==> config.mk <==
export PLATFORM = sky130hd
export DESIGN_NAME = mmio_uart_tx
export DESIGN_NICKNAME = d
export VERILOG_FILES = /design/src/rtl/mmio_pkg.sv /design/src/rtl/sync_fifo.sv /design/src/rtl/mmio_uart_tx.sv
export SDC_FILE = /design/constraint.sdc
export NUM_CORES = 1
export LEC_CHECK = 0
export CAP_MARGIN = 20
export CORE_MARGIN = 1
export CORE_UTILIZATION = 35
export DETAILED_ROUTE_END_ITERATION = 10
export HOLD_SLACK_MARGIN = 0.12
export PLACE_DENSITY = 0.57
export RECOVER_POWER = 25
export SYNTH_ARGS = -nofsm -noshare
export SYNTH_HDL_FRONTEND = slang
export SYNTH_SLANG_ARGS = --single-unit
==> constraint.sdc <==
create_clock -name clk -period 5.9 [get_ports clk]
set_input_delay 1.18 -clock clk [delete_from_list [all_inputs] [get_ports clk]]
set_output_delay 1.18 -clock clk [all_outputs]
set_load 0.03 [all_outputs]
==> src/rtl/mmio_pkg.sv <==
// Shared MMIO definitions for the CPU's MEM-stage peripherals.
//   - Byte addresses of the LED, button and UART registers.
//   - Bit positions inside the UART status word.
//   - UART transmitter FSM state type and a status packing helper.
package mmio_pkg;

    localparam logic [31:0] LED_ADDR         = 32'h7A;
    localparam logic [31:0] BUTTON_ADDR      = 32'h7B;
    localparam logic [31:0] UART_DATA_ADDR   = 32'h7C;
    localparam logic [31:0] UART_STATUS_ADDR = 32'h7D;

    // UART status word bit positions (bit 0 is always 0)
    localparam int ST_EMPTY = 1;
    localparam int ST_FULL  = 2;
    localparam int ST_BUSY  = 3;
    localparam int ST_OVF   = 4;

    typedef enum logic [1:0] {
        TX_IDLE  = 2'd0,
        TX_START = 2'd1,
        TX_DATA  = 2'd2,
        TX_STOP  = 2'd3
    } tx_state_e;

    function automatic logic [31:0] pack_status(input logic empty,
                                                input logic full,
                                                input logic busy,
                                                input logic ovf);
        logic [31:0] s;
        s           = '0;
        s[ST_EMPTY] = empty;
        s[ST_FULL]  = full;
        s[ST_BUSY]  = busy;
        s[ST_OVF]   = ovf;
        return s;
    endfunction

endpackage

==> src/rtl/sync_fifo.sv <==
// Single-clock FIFO with a combinational head output.
//   clk, reset    : core clock, asynchronous active-low reset (flushes pointers)
//   push, din     : write request and data; accepted when not full, or when
//                   full but a pop happens on the same edge
//   pop           : remove the head; ignored when empty
//   dout          : current head entry (valid while !empty)
//   full, empty   : occupancy flags
//   count         : number of stored entries, 0..DEPTH
module sync_fifo #(
    parameter int WIDTH = 8,
    parameter int DEPTH = 8
) (
    input  logic                       clk,
    input  logic                       reset,
    input  logic                       push,
    input  logic                       pop,
    input  logic [WIDTH-1:0]           din,
    output logic [WIDTH-1:0]           dout,
    output logic                       full,
    output logic                       empty,
    output logic [$clog2(DEPTH):0]     count
);

    localparam int AW = $clog2(DEPTH);

    logic [WIDTH-1:0] mem [DEPTH];
    logic [AW-1:0]    wr_ptr, rd_ptr;
    logic [AW:0]      cnt_q;
    logic             do_push, do_pop;

    assign empty   = (cnt_q == '0);
    assign full    = (cnt_q == (AW+1)'(DEPTH));
    assign count   = cnt_q;
    assign dout    = mem[rd_ptr];

    assign do_pop  = pop && !empty;
    // A push into a full FIFO still lands when the head leaves on the same edge.
    assign do_push = push && (!full || do_pop);

    always_ff @(posedge clk or negedge reset) begin
        if (!reset) begin
            wr_ptr <= '0;
            rd_ptr <= '0;
            cnt_q  <= '0;
        end else begin
            if (do_push) wr_ptr <= wr_ptr + 1'b1;
            if (do_pop)  rd_ptr <= rd_ptr + 1'b1;
            case ({do_push, do_pop})
                2'b10:   cnt_q <= cnt_q + 1'b1;
                2'b01:   cnt_q <= cnt_q - 1'b1;
                default: cnt_q <= cnt_q;
            endcase
        end
    end

    // Storage needs no reset; the pointers define what is valid.
    always_ff @(posedge clk) begin
        if (do_push) mem[wr_ptr] <= din;
    end

endmodule

==> src/rtl/mmio_uart_tx.sv <==
// MMIO UART transmitter for the CPU's MEM-stage data port.
//   clk, reset   : core clock, asynchronous active-low reset
//   i_addr       : byte address of the access
//   i_wdata      : store data, bits [7:0] are the byte to send
//   i_mem_write  : one-cycle store strobe
//   i_mem_read   : load strobe
//   o_rdata      : registered load data (status word or 0)
//   o_hit        : registered; o_rdata answers last cycle's status load
//   o_uart_tx    : 8N1 serial line, idle high, driven from a flop
// Stores to DATA_ADDR queue a byte (dropped with a sticky overflow flag when
// the FIFO is full); loads from STATUS_ADDR return
// {overflow, busy, full, empty, 0} and clear the overflow flag.
module mmio_uart_tx
    import mmio_pkg::*;
#(
    parameter int          CLK_FREQ_HZ = 27_000_000,
    parameter int          BAUD        = 115200,
    parameter int          FIFO_DEPTH  = 8,
    parameter logic [31:0] DATA_ADDR   = UART_DATA_ADDR,
    parameter logic [31:0] STATUS_ADDR = UART_STATUS_ADDR
) (
    input  logic        clk,
    input  logic        reset,
    input  logic [31:0] i_addr,
    input  logic [31:0] i_wdata,
    input  logic        i_mem_write,
    input  logic        i_mem_read,
    output logic [31:0] o_rdata,
    output logic        o_hit,
    output logic        o_uart_tx
);

    localparam int CLKS_PER_BIT = CLK_FREQ_HZ / BAUD;
    localparam int CNT_W        = (CLKS_PER_BIT > 1) ? $clog2(CLKS_PER_BIT) : 1;
    localparam int FAW          = $clog2(FIFO_DEPTH);

    // ---------------- address decode ----------------
    logic wr_data, rd_status;
    assign wr_data   = i_mem_write && (i_addr == DATA_ADDR);
    assign rd_status = i_mem_read  && (i_addr == STATUS_ADDR);

    // ---------------- TX FIFO ----------------
    logic         fifo_pop, fifo_full, fifo_empty;
    logic [7:0]   fifo_dout;
    logic [FAW:0] fifo_count;

    sync_fifo #(
        .WIDTH (8),
        .DEPTH (FIFO_DEPTH)
    ) u_fifo (
        .clk   (clk),
        .reset (reset),
        .push  (wr_data),
        .pop   (fifo_pop),
        .din   (i_wdata[7:0]),
        .dout  (fifo_dout),
        .full  (fifo_full),
        .empty (fifo_empty),
        .count (fifo_count)
    );

    // Upper store bits and the occupancy count are not needed here.
    logic unused_ok;
    assign unused_ok = ^{i_wdata[31:8], fifo_count};

    // ---------------- transmitter FSM ----------------
    tx_state_e        state_q, state_d;
    logic [CNT_W-1:0] cnt_q, cnt_d;
    logic [2:0]       bit_idx_q, bit_idx_d;
    logic [7:0]       shift_q, shift_d;
    logic             tx_q, tx_d;
    logic             bit_end;
    logic             busy;

    assign bit_end = (cnt_q == CNT_W'(CLKS_PER_BIT - 1));
    assign busy    = (state_q != TX_IDLE);

    always_ff @(posedge clk or negedge reset) begin
        if (!reset) begin
            state_q   <= TX_IDLE;
            cnt_q     <= '0;
            bit_idx_q <= '0;
            shift_q   <= '0;
            tx_q      <= 1'b1;
        end else begin
            state_q   <= state_d;
            cnt_q     <= cnt_d;
            bit_idx_q <= bit_idx_d;
            shift_q   <= shift_d;
            tx_q      <= tx_d;
        end
    end

    // The line level is a registered copy of the current state's output, so
    // the line trails the state by one cycle and never glitches.
    always_comb begin
        state_d   = state_q;
        cnt_d     = cnt_q;
        bit_idx_d = bit_idx_q;
        shift_d   = shift_q;
        tx_d      = 1'b1;
        fifo_pop  = 1'b0;

        case (state_q)
            TX_IDLE: begin
                cnt_d = '0;
                if (!fifo_empty) begin
                    fifo_pop = 1'b1;
                    shift_d  = fifo_dout;
                    state_d  = TX_START;
                end
            end
            TX_START: begin
                tx_d = 1'b0;
                if (bit_end) begin
                    cnt_d     = '0;
                    bit_idx_d = '0;
                    state_d   = TX_DATA;
                end else begin
                    cnt_d = cnt_q + CNT_W'(1);
                end
            end
            TX_DATA: begin
                tx_d = shift_q[0];
                if (bit_end) begin
                    cnt_d     = '0;
                    shift_d   = {1'b0, shift_q[7:1]};
                    bit_idx_d = bit_idx_q + 3'd1;
                    if (bit_idx_q == 3'd7) state_d = TX_STOP;
                end else begin
                    cnt_d = cnt_q + CNT_W'(1);
                end
            end
            TX_STOP: begin
                tx_d = 1'b1;
                if (bit_end) begin
                    cnt_d   = '0;
                    state_d = TX_IDLE;
                end else begin
                    cnt_d = cnt_q + CNT_W'(1);
                end
            end
            default: begin
                state_d = TX_IDLE;
                cnt_d   = '0;
            end
        endcase
    end

    assign o_uart_tx = tx_q;

    // ---------------- overflow flag and status read ----------------
    // A store lost to a full FIFO sets the flag; a status read clears it,
    // but a loss on that same edge must still be reported next time.
    logic ovf_q, ovf_set;
    assign ovf_set = wr_data && fifo_full && !fifo_pop;

    always_ff @(posedge clk or negedge reset) begin
        if (!reset) begin
            ovf_q   <= 1'b0;
            o_hit   <= 1'b0;
            o_rdata <= '0;
        end else begin
            if (ovf_set)        ovf_q <= 1'b1;
            else if (rd_status) ovf_q <= 1'b0;
            o_hit   <= rd_status;
            o_rdata <= rd_status ? pack_status(fifo_empty, fifo_full, busy, ovf_q) : '0;
        end
    end

endmodule

======== Yosys cells after proc, flatten, opt, wreduce, memory -nomap -nowiden ========
Memory sizes are Yosys's and may differ from the RTL's.
Index checks and enable logic that the tools add are counted.
operators by class
  eq/ne operators ......................... 15
  reduce and logical (&&, ||, !) cells .... 21
  muxes and demuxes ....................... 23
  $add $sub $neg .......................... 6
operators with widths
  kind                                                   number
  equality test 32 x 7 -> 1 bit (second input constant)  2
  case mux 8 bit (2 select lines)                        2
  2-to-1 mux 8 bit                                       3
  2-to-1 mux 2 bit                                       5
  inequality test 2 bit (second input constant)          5
  nonzero test 2 bit                                     5
  adder 3 x 1 -> 3 bit (second input constant)           3
  adder 8 x 1 -> 8 bit (second input constant)           1
  equality test 8 bit (second input constant)            1
  case mux 2 bit (4 select lines)                        1
  case mux 4 bit (2 select lines)                        1
  equality test 2 bit (second input constant)            3
  logical AND 1 bit                                      6
  2-to-1 mux 1 bit                                       6
  2-to-1 mux 3 bit                                       2
  case mux 3 bit (2 select lines)                        1
  AND reduction 3 bit                                    2
  2-to-1 mux 5 bit                                       1
  AND reduction 5 bit                                    1
  adder 4 x 1 -> 4 bit (second input constant)           1
  equality test 2 x 1 -> 1 bit (second input constant)   2
  equality test 4 bit (second input constant)            1
  zero test 4 bit                                        1
  subtractor 4 x 1 -> 4 bit (second input constant)      1
  6 further kinds                                        8
storage, ports and cells
  memories ................................ 1
  bits in writable memories ............... 64
  output and inout bits ................... 34
  register bits ........................... 39
memory list
  memory      depth  width  read ports  clocked after Yosys merged registers in  write ports  RTL line         text
  u_fifo.mem  8      8      1           0                                        1            sync_fifo.sv:26  logic [WIDTH-1:0] mem [DEPTH];

======== Longest topological paths before layout ========
Gate-level depths: netlist of the first run.
  depth in word-level cells ............... 8
  depth in mapped cells ................... 10

======== Hierarchy ========
A second synthesis of the first run with hierarchy kept.
unflattened totals
  cell total of the unflattened synthesis .. 317
  area, all modules ....................... 4840.9 µm²
modules (own cells, without submodules)
  module        area an instance (µm²)  seq. area each (µm²)  times used  cells an instance
  sync_fifo     3150.5                  2172.1                1           162
  mmio_uart_tx  1690.4                  701.9                 1           155

======== Worst setup path before layout of the first run ========
Ideal clock, no wire load.
  kind .................................... in2reg
  start ................................... input port i_addr[13]
  end ..................................... memory u_fifo.mem[1][0] (enable)
  stages .................................. 5
  slack ................................... 2.596 ns
  library setup time ...................... 0.383 ns
  data arrival time ....................... 2.921 ns
  cells stage by stage .................... nor4_1 > nand4_1 > nor4_2 > nand2_1 > nor3_1
between the ends
  cells in the longest elaborated chain, start to end .. 5
RTL lines
  what                                    RTL line            text
  start: declaration                      mmio_uart_tx.sv:24  input logic [31:0] i_addr,
  equality test 32 x 7 -> 1 bit           mmio_uart_tx.sv:39  assign wr_data = i_mem_write && (i_addr == DATA_ADDR);
  logical AND 1 bit                       mmio_uart_tx.sv:39
  logical AND 1 bit                       sync_fifo.sv:38     assign do_push = push && (!full || do_pop);
  2-to-1 mux 1 bit                        sync_fifo.sv:58     if (do_push) mem[wr_ptr] <= din;
  2-to-1 mux 1 bit (implied by the code)  sync_fifo.sv:58
  end: declaration                        sync_fifo.sv:26
Every way passes these cells.

======== Final worst setup path of the first run ========
  start ................................... input port i_addr[22]
  end ..................................... memory u_fifo.mem[6][4] (enable)
Same word-level chain as after synthesis.

==> impl_results.md, run 1 <==
- Top cell type's share of synthesized area: 0.421
- Final WS setup: 2.12 ns
- Via count: 2509
- Tightest Pin Transition: 1.99 ns
- Power Density: 303 nW/um^2
- Post-synth EDFFs: 64
- Finished Layout Cells: 546
- Count leader, synth: edfxtp_1
- Via density: 4.60
- Hold violation total from the final report: 0
- Post-synth top area cell: edfxtp_1
- Violated checks: capacitance limit, slew limit
- Placed cell count: 530
- Yosys warning total: 0
- Clock Latency Late Sink: 0.35 ns
- Chip Height: 116 um
- Worst-path fanout max: 8
- Wirelength, routed: 7860 um
- Setup TNS: 0 ns
- Setup Skew: 0.00651 ns
- Crit path kind: input pin to flip-flop
- Top cells by count, synth: edfxtp_1 (64), dfrtp_1 (37), buf_4 (28)
- Worst-path clk slew: 0.07 ns
- DIE AREA: 13500 um^2
- R2R setup slack: 3.13 ns
- IO Pins: 102
- Hold Crit Class: flip-flop to flip-flop
- Largest net degree at the start of global routing: 39
- Layout Nets: 451
- Area grow syn2layout: 18.6%
- Grt ovf: 0
- Post-synth top flop: edfxtp_1
- Max cap viols: 1
- Hpwl dp: 5460 um
- Pre-CTS WS: 1.66 ns
- Fill count: 1180
- Top cells by area, synth: edfxtp_1 (42%), dfrtp_1 (20%), mux4_2 (7.9%)
- Post-synth cell types: 46
- First-pass GRT wire length: 13000 um
- Status: finished with violations
- WL per Instance: 14.4 um
- Final setup vio count: 0
- TritonCTS clock tree: yes
- Syn_area_per_cell: 14.4 um^2
- #FFs+latches synth: 102
- Synthesized instance count: 317
- CP max stage delay: 0.74 ns
- Crit start category: input pin
- Final period util: 0.641
- CTS HTree Levels: 3
- Mapped cell area: 4560 um^2
- 1st-iter DRT viols: 100
- Sequential share of the synthesized area: 0.630
- Crit. End Element: flip-flop
- Layout cell share with drive strength beyond 1: 0.120
- Crit. Startpoint: i_addr[22]
- Peak supply drop: 0.203 mV
- Arr. time, crit path: 3.76 ns
- Number of global-route vias before repair: 2534
- CTS root buf: clkbuf_16
- Total CTS buffers: 9
- Rel. slew slack: -0.325
- Antenna violations before repair: 0
- Min cycle time layout: 3.78 ns
- CP max stage cell: nor2_1
- Clk buf depth: 2
- CTS resizes: 0
- # rows: 41
- CTS Sinks: 102
- Area of the multi-input gates: 1500 um^2
- DRC: 0
- Antenna diodes: 0
- Worst path cell trace: clkdlybuf4s50_1 -> nor4_1 -> nand4_1 -> nor4_2 -> nand2b_1 -> nor2_1
- Core Area: 12700 um^2
- Leak: 2.08 nW
- Gpl congestion: 0.695
- GRT Total Usage: 0.134
- # Post-CTS Setup Buffers: 0
- Die width: 116 um
- DRT Pass-1 Iters: 4
- Post-synthesis async set-or-reset flop share: 0.373
- Launch point of the worst reg-to-reg path: state_q[0]
- Hold-fix buffers, CTS: 0
- Initial core utilization: 0.360
- FF-to-FF End: u_fifo.mem[6][4]
- Worst-case reg-to-reg path depth: 6
- I/O Buffers: 49
- Worst Setup EP: u_fifo.mem[6][4]
- Fmax: 0.265 GHz
- Slew Viols, Final: 39
- FF/Latch Area: 2870 um^2
- CP required: 5.88 ns
- Antenna Nets Post-Route: 0
- Unrepaired setup endpoints after global routing: no
worst max-delay path, delay by kind of cell:
kind / cells / cell delay [ns]
buffers and inverters: 1 / 0.40
AND/OR/NAND/NOR: 5 / 2.16
sequential cells by signal, summed over array words and instances, names as in the netlist:
| register | cells |
|---|---|
| bit_idx_q | 3 |
| cnt_q | 8 |
| o_hit | 1 |
| o_rdata | 4 |
| o_uart_tx | 1 |
| ovf_q | 1 |
| shift_q | 8 |
| state_q | 2 |
| u_fifo.count | 4 |
| u_fifo.mem | 64 |
| u_fifo.rd_ptr | 3 |
| u_fifo.wr_ptr | 3 |
layout make-up:
cell class,count,share of cell area
repair buffers,51,0.0923
clock buffers,9,0.0416
flip-flops and latches,102,0.531
well taps,172,0.0398
multi-input cells,195,0.278
clock inverters,7,0.0102
inverters,10,0.00694
per-stage QoR:
stage / hold slack [ns] / total power, mW / area (um^2) / utilization
2_1_floorplan: 0.445 / 1.03 / 4660 / -
3_3_place_gp: 0.455 / 1.09 / 5140 / 0.405
3_5_place_dp: 0.474 / 1.10 / 5140 / 0.405
4_1_cts: 0.490 / 1.66 / 5420 / 0.428
5_1_grt: 0.503 / 1.72 / 5410 / 0.427
6_report: 0.483 / 1.64 / 5410 / 0.427
how the worst min path moves through the flow:
stage	from	end	slack (ns)	depth (start not counted)
after floorplan	shift_q[1]	shift_q[1]	0.44	2
after global placement	shift_q[1]	shift_q[1]	0.46	2
after detailed placement	shift_q[1]	shift_q[1]	0.47	2
after CTS	shift_q[1]	shift_q[1]	0.49	2
after global routing	shift_q[7]	shift_q[7]	0.50	1
final	shift_q[1]	shift_q[1]	0.48	2
metal layers:
| layer | global-route usage | part of all wire |
|---|---|---|
| met1 | 0.165 | 0.43 |
| met2 | 0.226 | 0.51 |
| met3 | 0.0405 | 0.042 |
| met4 | 0.0436 | 0.012 |
| met5 | 0 | 0 |
cells by family after synthesis:
| kind of cell | Yosys count | share of synthesized area |
|---|---|---|
| DFF | 102 | 0.630 |
| and+or+nand+nor | 80 | 0.0900 |
| xor gates and xnor gates | 12 | 0.0230 |
| other | 1 | 0.000822 |
| muxes | 29 | 0.109 |
| AOI/OAI and AO/OA | 32 | 0.0444 |
| buffers and inverters | 47 | 0.0623 |
| adders and majority gates | 14 | 0.0400 |
cell usage in the layout (no fill, tap or decap), types with 2 or more instances in the layout:
cell type and instances:
dfrtp_1 37, inv_6 3, nand2_1 26, nand2b_1 4, edfxtp_1 64, inv_1 10, a21oi_1 3, nor3_1 4
nand3_1 5, or2_2 2, clkdlybuf4s50_1 46, buf_4 2, mux2i_1 9, clkbuf_16 9, nand4_1 3, xor2_1 6
dlygate4sd3_1 2, xnor2_1 6, a32o_1 3, mux2_2 3, nor2_1 18, mux4_2 16, conb_1 28, o21ai_0 19
ha_1 13, nor4_1 6
report_power, final:
group	switching [mW]	total (mW)	internal [mW]
combinational	0.110	0.237	0.127
sequential	0.0462	0.841	0.795
clock	0.269	0.561	0.292
(Power assumes the default switching activity.)
==> run 2: changes to the inputs <==
==> constraint.sdc (replaced) <==
create_clock -name clk -period 3.6 [get_ports clk]
set_input_delay 0.72 -clock clk [delete_from_list [all_inputs] [get_ports clk]]
set_output_delay 0.72 -clock clk [all_outputs]
set_load 0.03 [all_outputs]
==> impl_results.md, run 2 (synthesis gave the netlist of run 1 again) <==
- Initial core utilization: 0.360 (unchanged)
- Die width: 116 um (unchanged)
- CTS root buf: clkbuf_16
- Antenna diodes: 0 (unchanged)
- Hold WS: 0.488 ns (+0.00484 ns)
- Setup Skew: 0.0104 ns (+0.00390 ns)
- Status: finished with violations
- Rel. slew slack: -0.348 (-0.0237)
- TritonCTS clock tree: yes
- Hold violation total from the final report: 0 (unchanged)
- Layout cell share with drive strength beyond 1: 0.138 (+0.0181)
- Via density: 4.63 (+0.81%)
- Clock Latency Late Sink: 0.35 ns (about the same)
- I/O Buffers: 49 (unchanged)
- Top sig layer: met4
- 1st-iter DRT viols: 70 (-30%)
- Setup TNS: 0 ns (unchanged)
- Crit path kind: input pin to flip-flop
- Final period util: 0.819
- Tightest Pin Transition: 2.02 ns (+0.0355 ns)
- Final setup vio count: 0 (unchanged)
- Grt ovf: 0 (unchanged)
- Number of global-route vias before repair: 2580 (+1.8%)
- # Post-CTS Setup Buffers: 0 (unchanged)
- Antenna Nets Post-Route: 0 (unchanged)
- Violated checks: capacitance limit, slew limit
- Fill count: 1178 (-0.17%)
- Via count: 2571 (+2.5%)
- Arr. time, crit path: 3.22 ns (-0.54 ns)
- Area after DPL: 5200 um^2 (+1.2%)
- Crit. End Element: flip-flop
- Peak supply drop: 0.267 mV (+32%)
- DRC: 0 (unchanged)
- Top Registers: u_fifo.mem: 64 flops, cnt_q: 8 flops, shift_q: 8 flops
- Finished Layout Cells: 555 (+1.6%)
- Wirelength, routed: 8020 um (+2.0%)
- IO Pins: 102 (unchanged)
- Final Instance Area: 5480 um^2 (+1.3%)
- First-pass GRT wire length: 13200 um (+1.0%)
- Core Area: 12700 um^2 (unchanged)
- Most frequent cells in the layout: edfxtp_1 (64), clkdlybuf4s50_1 (46), dfrtp_1 (37), conb_1 (28), nand2_1 (26)
- Clk buf depth: 2 (unchanged)
- Antenna violations before repair: 0 (unchanged)
- Largest Register: u_fifo.mem
- Chip Height: 116 um (unchanged)
- Hold-fix buffers, CTS: 0 (unchanged)
- DRT Pass-1 Iters: 4 (unchanged)
- CTS resizes: 0 (unchanged)
- Power Density: 490 nW/um^2 (+62%)
- GRT Total Usage: 0.134 (-0.000303)
- Area grow syn2layout: 20.1%
- Commonest non-fill, non-tap cell in the layout: edfxtp_1
- Met1 wire length: 3720 um (+9.4%)
- Hold Crit Class: flip-flop to flip-flop
- Layout Nets: 460 (+2.0%)
- Total CTS buffers: 9 (unchanged)
- Placed cell count: 539 (+1.7%)
- CTS Sinks: 102 (unchanged)
- Met2 routed WL: 3960 um (-1.7%)
- Min cycle time layout: 2.95 ns
- Crit start category: input pin
- CP required: 3.87 ns (-2.01 ns)
- Max cap viols: 1 (unchanged)
- Fmax: 0.339 GHz
- Worst-path fanout max: 5 (-3)
- Met3 WL post-DR: 240 um (-27%)
- Unrepaired setup endpoints after global routing: no
- # rows: 41 (unchanged)
- DIE AREA: 13500 um^2 (unchanged)
- Hpwl dp: 5360 um (-1.8%)
- Largest register FFs: 64 (unchanged)
- WL per Instance: 14.5 um (+0.38%)
- Largest net degree at the start of global routing: 39 (unchanged)
- Leak: 2.12 nW (+2.0%)
- Slew Viols, Final: 39 (unchanged)
- Worst-path clk slew: 0.07 ns (about the same)
- Gpl congestion: 0.734 (+5.6%)
- Total power: 2.68 mW (+64%)
- CTS HTree Levels: 3 (unchanged)
-- run 2: cell types whose count changed in the layout (fill, tap and decap cells not counted), sizes merged --
| cell | delta |
|---|---|
| buf | +9 |
-- run 2: layout make-up --
class	instances	area, um^2	share of cell area
flip-flops and latches	102	2870	0.525
multi-input cells	195	1510	0.275
repair buffers	60	567	0.103
clock buffers	9	225	0.0411
well taps	172	215	0.0393
clock inverters	7	53.8	0.00982
inverters	10	37.5	0.00685
-- run 2: final timing paths --
kind,from,endpoint,slack [ns],cells past startpoint
worst max register to register,state_q[1],u_fifo.count[3],1.10,10
worst min register to register,shift_q[1],shift_q[1],0.49,2
min in group asynchronous,reset,o_rdata[1],0.95,1
worst max-delay path,i_addr[22],u_fifo.count[3],0.65,10
max in group asynchronous,reset,shift_q[3],1.49,1
worst min-delay path,shift_q[1],shift_q[1],0.49,2
-- run 2: metrics by stage --
stage	util	worst slack, ns
final	0.432	0.653
after global placement	0.410	0.314
after global routing	0.432	0.348
after floorplan	-	0.756
after detailed placement	0.410	0.288
after CTS	0.432	0.638
-- run 2: where the power goes --
part	internal, mW	switching (mW)	leakage, nW
Clock	0.478	0.439	0.138
Combinational	0.208	0.179	0.920
Sequential	1.30	0.0787	1.06
-- run 2: critical path, cell delays in order --
cell	delay, ns
clkdlybuf4s50_1	0.40
nor4_1	0.32
nand4_1	0.28
o31ai_1	0.38
inv_1	0.11
ha_1	0.28
a21o_1	0.17
a21oi_1	0.17
mux2i_1	0.23
xor2_1	0.16
-- run 2: routing by layer --
metal  vias up  GRT usage
met3         8     0.0374
met1      1284      0.168
met5         -          0
met2        47      0.223
li1       1232          -
met4         0     0.0436
